[src/rtl/spi_reg_pkg.sv]
// Shared types and constants for the SPI register front-end.
//   state_t   : frame FSM states (IDLE, CMD, DATA, DONE)
//   RNW_BIT   : position of the read/not-write flag in the command byte
//   BYTE_BITS : bits per SPI byte
package spi_reg_pkg;

  typedef enum logic [1:0] {
    IDLE,
    CMD,
    DATA,
    DONE
  } state_t;

  localparam int unsigned RNW_BIT   = 7;
  localparam int unsigned BYTE_BITS = 8;

endpackage

[src/rtl/sync_2ff.sv]
// Two-flop synchronizer for one asynchronous input bit.
//   clk, rst : system clock, asynchronous active-high reset
//   i_d      : asynchronous input
//   o_q      : synchronized output (RST_VAL while in reset)
module sync_2ff #(
  parameter logic RST_VAL = 1'b0
) (
  input  logic clk,
  input  logic rst,
  input  logic i_d,
  output logic o_q
);

  logic r_meta;
  logic r_sync;

  always_ff @(posedge clk or posedge rst) begin
    if (rst) begin
      r_meta <= RST_VAL;
      r_sync <= RST_VAL;
    end else begin
      r_meta <= i_d;
      r_sync <= r_meta;
    end
  end

  assign o_q = r_sync;

endmodule

[src/rtl/spi_reg_if.sv]
// SPI mode-0 target front-end producing single-cycle register-bank requests.
// Frame: command byte {RnW, -, addr} followed by one data byte, MSB first.
//   clk, rst            : system clock, asynchronous active-high reset
//   spi_cs_n/sclk/mosi  : SPI inputs, oversampled in the clk domain
//   spi_miso, _oe       : read data out, enable while synced cs_n is low
//   reg_addr/wdata      : request address and write data (held)
//   reg_we, reg_re      : one-cycle write / read strobes
//   reg_rdata           : read data, sampled one cycle after reg_re
//   frame_err           : one-cycle pulse when a frame is cut short
module spi_reg_if
  import spi_reg_pkg::*;
#(
  parameter int unsigned ADDR_W = 3,
  parameter int unsigned DATA_W = 8
) (
  input  logic              clk,
  input  logic              rst,
  input  logic              spi_cs_n,
  input  logic              spi_sclk,
  input  logic              spi_mosi,
  output logic              spi_miso,
  output logic              spi_miso_oe,
  output logic [ADDR_W-1:0] reg_addr,
  output logic [DATA_W-1:0] reg_wdata,
  output logic              reg_we,
  output logic              reg_re,
  input  logic [DATA_W-1:0] reg_rdata,
  output logic              frame_err
);

  logic w_cs_n, w_sclk, w_mosi;

  sync_2ff #(.RST_VAL(1'b1)) u_sync_cs   (.clk(clk), .rst(rst), .i_d(spi_cs_n), .o_q(w_cs_n));
  sync_2ff #(.RST_VAL(1'b0)) u_sync_sclk (.clk(clk), .rst(rst), .i_d(spi_sclk), .o_q(w_sclk));
  sync_2ff #(.RST_VAL(1'b0)) u_sync_mosi (.clk(clk), .rst(rst), .i_d(spi_mosi), .o_q(w_mosi));

  state_t              r_state, w_state_nxt;
  logic                r_sclk_d;
  logic [2:0]          r_bit_cnt;
  logic [6:0]          r_cmd_sr;
  logic [6:0]          r_rx_sr;
  logic [DATA_W-1:0]   r_tx_sr;
  logic                r_rnw;
  logic                r_load_pend;
  logic [1:0]          r_settle;
  logic                r_armed;
  logic [ADDR_W-1:0]   r_reg_addr;
  logic [DATA_W-1:0]   r_reg_wdata;
  logic                r_reg_we, r_reg_re, r_frame_err;

  logic                w_rise, w_fall, w_last, w_abort;
  logic [BYTE_BITS-1:0] w_cmd_byte, w_rx_byte;

  assign w_rise     = w_sclk & ~r_sclk_d;
  assign w_fall     = ~w_sclk & r_sclk_d;
  assign w_last     = (r_bit_cnt == 3'(BYTE_BITS - 1));
  assign w_cmd_byte = {r_cmd_sr, w_mosi};
  assign w_rx_byte  = {r_rx_sr, w_mosi};

  // cs_n high always wins, so a coincident sclk rise is simply dropped.
  always_comb begin
    w_state_nxt = r_state;
    w_abort     = 1'b0;
    if (w_cs_n) begin
      w_state_nxt = IDLE;
      w_abort     = (r_state == CMD) || (r_state == DATA);
    end else begin
      case (r_state)
        IDLE:    if (r_armed) w_state_nxt = CMD;
        CMD:     if (w_rise && w_last) w_state_nxt = DATA;
        DATA:    if (w_rise && w_last) w_state_nxt = DONE;
        default: w_state_nxt = r_state;
      endcase
    end
  end

  always_ff @(posedge clk or posedge rst) begin
    if (rst) begin
      r_state     <= IDLE;
      r_sclk_d    <= 1'b0;
      r_bit_cnt   <= '0;
      r_cmd_sr    <= '0;
      r_rx_sr     <= '0;
      r_tx_sr     <= '0;
      r_rnw       <= 1'b0;
      r_load_pend <= 1'b0;
      r_settle    <= '0;
      r_armed     <= 1'b0;
      r_reg_addr  <= '0;
      r_reg_wdata <= '0;
      r_reg_we    <= 1'b0;
      r_reg_re    <= 1'b0;
      r_frame_err <= 1'b0;
    end else begin
      r_state     <= w_state_nxt;
      r_sclk_d    <= w_sclk;
      r_reg_we    <= 1'b0;
      r_reg_re    <= 1'b0;
      r_frame_err <= w_abort;
      r_load_pend <= r_reg_re;
      // The cs_n synchronizer shows its reset value for a few cycles; only
      // a cs_n high seen after that arms the FSM, so a frame already in
      // progress at reset release is ignored until cs_n goes high again.
      if (r_settle != 2'd3) r_settle <= r_settle + 2'd1;
      else if (w_cs_n)      r_armed  <= 1'b1;
      if (r_load_pend) r_tx_sr <= reg_rdata;

      if (w_cs_n) begin
        r_bit_cnt <= '0;
      end else begin
        case (r_state)
          CMD: if (w_rise) begin
            r_cmd_sr  <= w_cmd_byte[6:0];
            r_bit_cnt <= r_bit_cnt + 3'd1;
            if (w_last) begin
              r_rnw      <= w_cmd_byte[RNW_BIT];
              r_reg_addr <= w_cmd_byte[ADDR_W-1:0];
              r_reg_re   <= w_cmd_byte[RNW_BIT];
            end
          end
          DATA: if (w_rise) begin
            r_rx_sr   <= w_rx_byte[6:0];
            r_bit_cnt <= r_bit_cnt + 3'd1;
            if (w_last && !r_rnw) begin
              r_reg_wdata <= w_rx_byte;
              r_reg_we    <= 1'b1;
            end
          end else if (w_fall && r_bit_cnt != 3'd0) begin
            // The fall right after the command byte leaves bit 7 in place.
            r_tx_sr <= {r_tx_sr[DATA_W-2:0], 1'b0};
          end
          default: ;
        endcase
      end
    end
  end

  assign spi_miso    = (r_state == DATA) ? r_tx_sr[DATA_W-1] : 1'b0;
  assign spi_miso_oe = ~w_cs_n;
  assign reg_addr    = r_reg_addr;
  assign reg_wdata   = r_reg_wdata;
  assign reg_we      = r_reg_we;
  assign reg_re      = r_reg_re;
  assign frame_err   = r_frame_err;

endmodule
[config.mk]
export PLATFORM = sky130hd
export DESIGN_NAME = spi_reg_if
export DESIGN_NICKNAME = d
export VERILOG_FILES = /design/src/rtl/spi_reg_pkg.sv /design/src/rtl/sync_2ff.sv /design/src/rtl/spi_reg_if.sv
export SDC_FILE = /design/constraint.sdc
export NUM_CORES = 1
export LEC_CHECK = 0
export ABC_AREA = 1
export CAP_MARGIN = 20
export CORE_MARGIN = 10
export CORE_UTILIZATION = 65
export CTS_BUF_LIST = sky130_fd_sc_hd__clkbuf_2 sky130_fd_sc_hd__clkbuf_4 sky130_fd_sc_hd__clkbuf_8
export CTS_CLUSTER_DIAMETER = 40
export CTS_CLUSTER_SIZE = 25
export DETAILED_ROUTE_END_ITERATION = 10
export DONT_BUFFER_PORTS = 1
export PLACE_DENSITY = 0.81
export SYNTH_ARGS = -nofsm -noshare
export SYNTH_HDL_FRONTEND = slang
export SYNTH_SLANG_ARGS = --single-unit
[constraint.sdc]
create_clock -name clk -period 2.2 [get_ports clk]
set_input_delay 0.22 -clock clk [delete_from_list [all_inputs] [get_ports clk]]
set_output_delay 0.22 -clock clk [all_outputs]
set_load 0.05 [all_outputs]
# Yosys cells after proc, flatten, opt, wreduce, memory -nomap -nowiden
# Index checks and enable logic that the tools add are counted.
dict set report classes {
  n_div 0
  n_bitwise 6
  multipliers 0
  addsub 2
  n_shift 0
  n_lt_le_gt_ge 0
  reduce_logical 18
  n_eq_ne 7
  mux 23
}
# op count
set ops {}
lappend ops {{$mux W8} 5}
lappend ops {{$reduce_and A4 Y1} 3}
lappend ops {{$mux W1} 10}
lappend ops {{$mux W3} 3}
lappend ops {{$mux W2} 4}
lappend ops {{$ne A3 B2 Y1 const B} 2}
lappend ops {{$pmux W2 S3} 1}
lappend ops {{$reduce_and A3 Y1} 2}
lappend ops {{$not A1 Y1} 4}
lappend ops {{$reduce_and A2 Y1} 2}
lappend ops {{$reduce_bool A2 Y1} 2}
lappend ops {{$reduce_bool A4 Y1} 1}
lappend ops {{$add A3 B1 Y3 const B} 1}
lappend ops {{$eq A3 B3 Y1 const B} 1}
lappend ops {{$logic_and A1 B1 Y1} 3}
lappend ops {{$ne A3 B1 Y1 const B} 1}
lappend ops {{$reduce_bool A3 Y1} 1}
lappend ops {{$add A2 B1 Y2 const B} 1}
lappend ops {{$and A1 B1 Y1} 2}
lappend ops {{$eq A2 B1 Y1 const B} 1}
lappend ops {{$eq A2 B2 Y1 const B} 1}
lappend ops {{$logic_not A2 Y1} 1}
lappend ops {{$ne A2 B2 Y1 const B} 1}
lappend ops {{$reduce_or A2 Y1} 1}
lappend ops {{other kinds (2)} 2}
dict set report word_totals {
  elab_cells 77
  inputBits 13
  out_inout_bits 16
  latchBits 0
  ff_bits 53
  romBits 0
  ram_bits 0
  n_memories 0
}

# Longest topological paths before layout
# Gate-level depths: netlist (run 1).
dict set report logic_depth {
  word_depth 7
  ltp_mapped 8
}

# Cells and area by module
# A second synthesis (run 1) with hierarchy kept.
dict set report hier_totals {
  hier_cells 241
  hier_area_um2 2313.5
}
# mod instances area_each_um2 cells_per_inst seq_area_each_um2
set modules_own_cells {}
lappend modules_own_cells {spi_reg_if 1 2149.6 232 1176.1}
lappend modules_own_cells {{sync_2ff at u_sync_mosi ...} 2 53.8 3 50.0}
lappend modules_own_cells {{sync_2ff at u_sync_cs} 1 56.3 3 52.6}

# Least setup slack after synthesis (run 1)
# Ideal clock, no wire load.
dict set report synth_timing {
  path_kind {reg2reg}
  startpoint {register r_state[0]}
  endpoint {register r_reg_wdata[0] (netlist: reg_wdata[0])}
  slack_ns 0.865
  path_buffers 1
  synth_period_minus_slack_ns 1.335
  arrival_time_ns 1.215
  path_stages_with_launch 9
  cell_sequence {dfrtp_1 inv_1 ha_1 nand2_4 nor2_4 nand2_4 buf_6 nand2_1 o21ai_2}
}
dict set report synth_via {
  elab_chain_len 2
}
# item line_no
set synth_lines {}
lappend synth_lines {{from (decl)} spi_reg_if.sv:37} ;# state_t r_state, w_state_nxt;
lappend synth_lines {{from (signal assigned)} spi_reg_if.sv:95} ;# r_state <= w_state_nxt;
lappend synth_lines {{$eq A2 B2 Y1} spi_reg_if.sv:111} ;# case (r_state)
lappend synth_lines {{$reduce_and A4 Y1 (no source line)} --}
lappend synth_lines {{to (signal assigned)} spi_reg_if.sv:125} ;# r_reg_wdata <= w_rx_byte;
lappend synth_lines {{to (decl)} spi_reg_if.sv:48} ;# logic [DATA_W-1:0] r_reg_wdata;
# Every way passes these cells.
# A chain may end at the register's enable or synchronous reset.

# Worst setup path in the final report (run 1)
dict set report layout_timing {
  startpoint {register r_state[0]}
  endpoint {output port spi_miso}
}
dict set report layout_via {
  elab_chain_len 2
}
# item line_no
set layout_lines {}
lappend layout_lines {{$eq A2 B2 Y1} spi_reg_if.sv:138} ;# assign spi_miso = (r_state == DATA) ? r_tx_sr[DATA_W-1] : 1'b0;
lappend layout_lines {{$mux W1} spi_reg_if.sv:138}
lappend layout_lines {{to (decl)} spi_reg_if.sv:21} ;# output logic spi_miso,
# Every way passes these cells.

==> out/metrics.cfg, run 1 <==
[status]
status = finished clean

[power]
p_int_uw = 1430
peakVddDrop_v = 0.000681
switching_share = 0.324
p_seq_frac = 0.579
comb_power_share = 0.216
switchingPower_uw = 686
power_density_nw_per_um2 = 868
clkPwrFrac = 0.205
cellLeakagePower_uw = 0.00126

[sta]
tightest_slew_ns = 0.500
hold_viol = 0
fmax_mhz = 560
finClkSkew_ns = 0.0170
period_share = 0.811
finalSetupViolCount = 0
relSlewSlack = 0.666
slew_viol_final = 0
rsz0062_at_grt = no
period_minus_slack_ns = 1.78
fin_tns_setup_ns = 0
whs_ns = 0.0619

[clock_network]
cts_buffers = 5
cts_root_buf = clkbuf_4
cts_setup_buffers = 0
h-tree-depth = 2
clk_pin_slew_ns = 0.15
cts.sinks = 53
cts_tree = done
clkLatencyLatePin_ns = 0.37
clock_path_buffers = 2

[synth]
synth-edff-count = 0
synth_fa_ha_area_frac = 0.0433
synth-main-ff-cell = dfrtp_1
syn_inst = 237
muxShareOfSynthArea = 0.00487
synth_xor_area_frac = 0.00379
avgSynthCellArea_um2 = 9.76
postSynth.asyncResetShare = 1.00
yosysMostFrequentCell = nand2_1
ys_top_cells_by_count = 68 x nand2_1, 51 x dfrtp_1, 34 x inv_1, 16 x o21ai_0, 15 x o21ai_2
synth_compound_area_frac = 0.116
yosysSeqAreaShare = 0.575
synthesis.nets = 258
ys_ff_latch = 53
synth_top_family_by_area = simple AND/OR/NAND/NOR gates
ys_types = 25
synth_top_area_share = 0.552
yosysWarnings = 0
synth-simple-area-share = 0.170
yosys.area.top_type = dfrtp_1
syn_area_um2 = 2310
synth.area.top_cells = dfrtp_1 55%, nand2_1 11%, o21ai_2 5.7%

[routing]
first_iter_violations = 60
drc = 0
dr.pass1.iters = 4
drt_wl_total_um = 3740
num_vias = 1439
routedWlPerCell_um = 12.8
vias_per_cell = 4.93
drtAntennaViolNets = 0

[die]
dieArea_um2 = 6340
std_cell_rows = 21
fp.coreArea_um2 = 3390
num_io_pins = 29
die_w_um = 79.6
die_height_um = 79.6
initial_core_util = 0.682

[global_routing]
grt_overflow = 0
grt_max_degree = 20
grt_pass1_wl_um = 6610
antenna_found_initial = 0
grt_pass1_vias = 1430
track_usage = 0.132

[flow_run]
max_cap_viol_count = 0

[layout]
antenna_cells = 0
layout.nets = 266
syn2layout_area_growth_pct = 5.30
drive_gt1_frac = 0.171

[critical_path]
critPathRequiredTime_ns = 1.98
critical_path_class = reg2out
rrSetupSlack_ns = 0.72
timing.rr.start = r_state[1]
critPathArrivalTime_ns = 1.56
worst-path-max-fanout = 4
end_kind = primary output
r2r_cells = 7
cp-start-kind = flip-flop
r2r-end = r_cmd_sr[5]

[min_path]
holdPathEnd = r_tx_sr[3]
hp-class = in2reg
whs_path_depth = 4
min_from = reg_rdata[3]

[placement]
gp_congestion = 0.788
hpwl_um = 2830
io_buffers = 0

==> worst max path at each step <==
| stage | depth (start not counted) | endpoint | start | slack, ns |
|---|---|---|---|---|
| after floorplan | 1 | frame_err | rst | 0.70 |
| after global placement | 7 | r_cmd_sr[3] | r_state[1] | 0.76 |
| after detailed placement | 7 | r_cmd_sr[5] | r_state[1] | 0.72 |
| after CTS | 4 | spi_miso | r_state[0] | 0.38 |
| after global routing | 4 | spi_miso | r_state[0] | 0.32 |
| final | 4 | spi_miso | r_state[0] | 0.42 |
==> placed cells by master (no fill, tap or decap), types with 2 or more instances in the layout <==
cell type / instances
dfrtp_1: 51
inv_1: 33
o21ai_1: 4
a21oi_2: 2
nand3_1: 7
dlygate4sd3_1: 4
dfstp_2: 2
o21ai_0: 16
nand2_1: 68
ha_1: 8
inv_2: 4
o21ai_2: 15
clkbuf_4: 7
nor2_1: 9
nand2_4: 3
buf_4: 2
==> area by class of cell <==
cell class                      count  area (µm²)
Clock buffer                        7        52.6
Clock inverter                      1        7.51
Fill cell                         255         955
Inverter                           38         150
Multi-Input combinational cell    141         783
Sequential cell                    53        1330
Tap cell                           46        57.6
Timing Repair Buffer                6        55.1
==> state kept, by name, summed over array words and instances, names as in the netlist <==
name / flops
u_sync_mosi.o_q: 1
r_state: 2
r_settle: 2
frame_err: 1
r_rx_sr: 7
r_rnw: 1
u_sync_mosi.r_meta: 1
r_cmd_sr: 7
r_tx_sr: 8
r_bit_cnt: 3
reg_we: 1
reg_re: 1
u_sync_sclk.o_q: 1
reg_addr: 3
reg_wdata: 8
u_sync_sclk.r_meta: 1
u_sync_cs.o_q: 1
u_sync_cs.r_meta: 1
r_armed: 1
r_sclk_d: 1
r_load_pend: 1
==> layer usage <==
layer | vias to the layer above | wire, µm | GRT usage
met1 | 657 | 1630 | 0.158
met2 | 28 | 1720 | 0.204
met5 | - | 0 | 0
li1 | 748 | - | -
met3 | 6 | 313 | 0.0541
met4 | 0 | 71 | 0.0627
==> timing repair <==
action,CTS,global route
gates resized for setup,0,0
setup endpoints to repair,0,0
hold buffers,4,0
endpoints found under the hold margin,20,0
==> worst max-delay path: stages (launching register included) <==
cell     delay, ns
dfrtp_1       0.43
inv_1         0.10
ha_1          0.28
nand2_1       0.07
inv_1         0.33
==> per-stage QoR <==
stage                     total power [µW]  utilization  area, µm²  instances  setup WS [ns]
after floorplan                       1610            -       2310        237          0.697
after global placement                1680        0.689       2330        280          0.761
after detailed placement              1700        0.689       2330        280          0.722
after CTS                             2140        0.718       2430        292          0.382
after global routing                  2260        0.718       2430        292          0.318
final                                 2110        0.718       2430        292          0.415
==> cells by family after synthesis <==
group | count (synthesis)
buffers and inverters | 43
xor gates and xnor gates | 1
adders and majority gates | 8
AOI/OAI and AO/OA | 40
DFF | 53
and+or+nand+nor | 91
muxes | 1
==> power groups by stage <==
| stage | Sequential, µW | Clock, µW | Combinational, µW |
|---|---|---|---|
| after floorplan | 1220 | 0 | 391 |
| after global placement | 1240 | 0 | 444 |
| after detailed placement | 1240 | 0 | 452 |
| after CTS | 1220 | 449 | 465 |
| after global routing | 1240 | 485 | 536 |
| final | 1220 | 433 | 457 |
Note: power is estimated with default switching activity, not from simulation.
==> inputs of run 2 (changes only) <==
==> constraint.sdc (replaced) <==
create_clock -name clk -period 1.8 [get_ports clk]
set_input_delay 0.18 -clock clk [delete_from_list [all_inputs] [get_ports clk]]
set_output_delay 0.18 -clock clk [all_outputs]
set_load 0.05 [all_outputs]
==> run 2 against run 1 <==
Clock skew fell by 0.0080 ns. Clock power up 38%. Sequential cell count unchanged. Sequential power rose by 22%.
==> out/metrics.cfg, run 2 (synthesis results as in run 1) <==
[die]
die_w_um = 79.6
std_cell_rows = 21
die_height_um = 79.6
dieArea_um2 = 6340
initial_core_util = 0.682
num_io_pins = 29
fp.coreArea_um2 = 3390

[routing]
wl_met3_um = 314
num_vias = 1446
routed-wl-met2_um = 1730
first_iter_violations = 107
drtAntennaViolNets = 0
drc = 0
routed.top_layer = met4
vias_per_cell = 4.95
wl_met1_um = 1740
routedWlPerCell_um = 13.1
drt_wl_total_um = 3820
dr.pass1.iters = 4

[layout]
antenna_cells = 0
mostFrequentLayoutCell = nand2_1
layout.nets = 266
syn2layout_area_growth_pct = 6.60
layout_common_cells = 68 x nand2_1, 51 x dfrtp_1, 32 x inv_1
drive_gt1_frac = 0.175
fin_util = 0.727
nFillCells = 239

[power]
power_density_nw_per_um2 = 1090
switchingPower_uw = 868
peakVddDrop_v = 0.000871
clkPwrFrac = 0.222
switching_share = 0.324
total_power_uw = 2680
p_int_uw = 1810
comb_power_share = 0.222
cellLeakagePower_uw = 0.00126
p_seq_frac = 0.556

[sta]
fin_tns_setup_ns = 0
tightest_slew_ns = 0.528
slew_viol_final = 0
fmax_mhz = 605
finalSetupViolCount = 0
finClkSkew_ns = 0.00901
period_minus_slack_ns = 1.65
relSlewSlack = 0.648
period_share = 0.918
hold_viol = 0
rsz0062_at_grt = no

[clock_network]
cts.sinks = 53
clock_path_buffers = 2
h-tree-depth = 2
cts_buffers = 5
cts_tree = done
clk_pin_slew_ns = 0.15
cts_root_buf = clkbuf_4
clkLatencyLatePin_ns = 0.36

[critical_path]
end_kind = primary output
cp-start-kind = flip-flop
r2r_cells = 7
critPathArrivalTime_ns = 1.47
worst-path-max-fanout = 4
timing.rr.start = r_state[1]
critical_path_class = reg2out
critPathRequiredTime_ns = 1.62
crit_start = r_state[0]

[global_routing]
grt_overflow = 0
track_usage = 0.131
grt_pass1_vias = 1456
antenna_found_initial = 0
grt_pass1_wl_um = 6580
grt_max_degree = 31

[status]
status = finished clean

[placement]
gp_congestion = 0.751
io_buffers = 0
hpwl_um = 2850

[min_path]
whs_path_depth = 4
hp-class = in2reg
min_from = reg_rdata[0]

[flow_run]
max_cap_viol_count = 0

## run 2: cell counts in the layout (fill, tap and decap cells not counted)
No cell type changed its count.
## run 2: power by group through the flow
stage	logic [µW]	registers, µW	clock network [µW]
after floorplan	478	1490	0
after global placement	549	1510	0
after detailed placement	570	1520	0
after CTS	582	1490	618
after global routing	691	1510	652
final	594	1490	596
## run 2: path summary, 6_finish.rpt
path | endpoint | slack [ns]
max | spi_miso | 0.15
min reg2reg | u_sync_sclk.o_q | 0.38
min in group asynchronous | r_tx_sr[2] | 0.29
max reg2reg | reg_addr[2] | 0.33
max in group asynchronous | u_sync_cs.o_q | 0.89
min | r_tx_sr[0] | 0.03
## run 2: layout make-up
class | instances | area [µm²] | share of cell area
clock buffers | 7 | 65.1 | 0.0264
clock inverters | 1 | 8.76 | 0.00355
inverters | 38 | 154 | 0.0624
multi-input cells | 141 | 783 | 0.318
flip-flops and latches | 53 | 1330 | 0.539
well taps | 46 | 57.6 | 0.0234
repair buffers | 6 | 67.6 | 0.0274
## run 2: critical path: stages (launching register included)
cell and delay [ns]:
dfrtp_1 0.42, inv_1 0.09, ha_1 0.27, nand2_1 0.12
clkinvlp_4 0.22
## run 2: per-stage QoR
step | std cells | hold WS, ns | area (µm²) | setup slack [ns]
floorplan | 237 | 0.184 | 2310 | 0.337
global placement | 279 | 0.140 | 2340 | 0.365
detailed placement | 279 | 0.139 | 2340 | 0.341
CTS | 291 | 0.00868 | 2450 | 0.0199
global route | 292 | 0.0400 | 2460 | 0.0319
finish | 292 | 0.0269 | 2460 | 0.147
## run 2: repair_timing
item                                   CTS  global route
endpoints found under the hold margin   26             0
gates resized for setup                  0             1
setup endpoints to repair                0             1
hold buffers                             4             0
setup buffers                            0             1
## run 2: routing by layer
metal / GRT usage / vias to the layer above
met1: 0.161 / 669
met3: 0.0574 / 4
met4: 0.0376 / 0
li1: - / 749
met5: 0 / -
met2: 0.203 / 24
==> inputs of run 3 (changes only) <==
--- a/config.mk
+++ b/config.mk
@@ -15,6 +15,7 @@
 export DETAILED_ROUTE_END_ITERATION = 10
 export DONT_BUFFER_PORTS = 1
 export PLACE_DENSITY = 0.81
+export RECOVER_POWER = 100
 export SYNTH_ARGS = -nofsm -noshare
 export SYNTH_HDL_FRONTEND = slang
 export SYNTH_SLANG_ARGS = --single-unit
==> run 3 against run 2 <==
Final cell count stayed put. Clock power down 0.7%. Combinational power decreased by 8.4%. Clock skew down 0.0013 ns. Fmax up 0.41%. Via count increased by 0.35%.
==> out/metrics.cfg, run 3 (synthesis results as in run 1) <==
[layout]
layout.nets = 266
nFillCells = 255
multiInputGateArea_um2 = 719
mostFrequentLayoutCell = nand2_1
syn2layout_area_growth_pct = 3.68
layout_common_cells = 68 x nand2_1, 51 x dfrtp_1, 34 x inv_1
antenna_cells = 0
drive_gt1_frac = 0.102
seq_area_um2 = 1330

[routing]
num_vias = 1451
routedWlPerCell_um = 13.0
drc = 0
drtAntennaViolNets = 0
dr.pass1.iters = 4
vias_per_cell = 4.97
drt_wl_total_um = 3810
first_iter_violations = 75

[flow_run]
max_cap_viol_count = 0

[clock_network]
cts.sinks = 53
cts_root_buf = clkbuf_4
clkLatencyLatePin_ns = 0.36
clk_pin_slew_ns = 0.15
cts_tree = done
clock_path_buffers = 2
h-tree-depth = 2
cts_buffers = 5

[die]
die_height_um = 79.6
dieArea_um2 = 6340
die_w_um = 79.6
fp.coreArea_um2 = 3390
num_io_pins = 29
initial_core_util = 0.682
std_cell_rows = 21

[critical_path]
slowest_delay_ns = 0.41
critPathArrivalTime_ns = 1.47
worst-path-max-fanout = 4
r2r_cells = 6
path_cells = inv_1 > ha_1 > nand2_1 > clkinvlp_4
end_kind = primary output
slowest_stage = dfrtp_1
cp-start-kind = flip-flop
crit_family = flip-flops
critical_path_class = reg2out
worstSetupPathDepth = 4
critPathBufInv = 2
critPathRequiredTime_ns = 1.62

[status]
status = finished clean

[sta]
rsz0062_at_grt = no
tightest_slew_ns = 0.972
hold_viol = 0
finalSetupViolCount = 0
period_share = 0.914
finClkSkew_ns = 0.00768
slew_viol_final = 0
fin_tns_setup_ns = 0
fmax_mhz = 608
whs_ns = 0.0264
period_minus_slack_ns = 1.65
relSlewSlack = 0.352

[placement]
io_buffers = 0
gp_congestion = 0.751
hpwl_um = 2850

[global_routing]
grt_overflow = 0
grt_pass1_wl_um = 6580
antenna_found_initial = 0
grt_max_degree = 31
grt_pass1_vias = 1456
track_usage = 0.131

[min_path]
whs_path_depth = 4
hp-class = in2reg

[power]
peakVddDrop_v = 0.000860
cellLeakagePower_uw = 0.00123
power_density_nw_per_um2 = 1090

[run 3: changes by cell type in the layout (fill, tap and decap cells not counted), moves of 2 or more]
| cell | change |
|---|---|
| inv_2 | -2 |
| inv_1 | +2 |
| o21ai_1 | -2 |
| o21ai_0 | +14 |
| o21ai_2 | -12 |
[run 3: path summary, 6_finish.rpt]
kind / from / endpoint / slack [ns]
min in group asynchronous: rst / reg_we / 0.46
max reg2reg: u_sync_cs.o_q / r_rx_sr[0] / 0.26
max: r_state[0] / spi_miso / 0.15
max in group asynchronous: rst / u_sync_cs.o_q / 0.58
min: reg_rdata[0] / r_tx_sr[0] / 0.03
min reg2reg: u_sync_sclk.r_meta / u_sync_sclk.o_q / 0.37
[run 3: per-layer routing]
layer  GRT usage  vias to the layer above  wire [µm]
li1            -                      749          -
met1       0.161                      674       1730
met2       0.203                       24       1730
met3      0.0574                        4        305
met4      0.0376                        0         40
met5           0                        -          0
[run 3: power breakdown]
part / switching (µW) / total [µW] / internal (µW)
sequential: 124 / 1490 / 1360
clock: 358 / 592 / 235
combinational: 352 / 544 / 192
total: 834 / 2620 / 1790
[run 3: area by class of cell]
| type | instances | share of cell area |
|---|---|---|
| repair buffers | 6 | 0.0266 |
| well taps | 46 | 0.0240 |
| clock inverters | 1 | 0.00365 |
| inverters | 38 | 0.0642 |
| flip-flops and latches | 53 | 0.554 |
| multi-input cells | 141 | 0.300 |
| clock buffers | 7 | 0.0271 |
[run 3: worst register-to-register path: stages (launching register included)]
cell and delay, ns:
dfstp_1 0.78, inv_8 0.13, nand2_4 0.10, inv_1 0.06
nand2_2 0.22, nand2_1 0.10, o21ai_1 0.09
[run 3: stage by stage]
stage	setup slack (ns)	instances	cell area (µm²)	utilization	total power, µW
after floorplan	0.337	237	2310	-	1970
after global placement	0.365	279	2340	0.690	2060
after detailed placement	0.341	279	2340	0.690	2090
after CTS	0.0199	291	2450	0.724	2690
after global routing	0.0327	292	2400	0.707	2800
final	0.154	292	2400	0.707	2620
[run 3: timing repair]
action                     4_1_cts  5_1_grt
hold endpoints to repair        26        0
gates resized for setup          0        1
hold buffers                     4        0
buffers inserted                 0        1
setup endpoints to repair        0        1
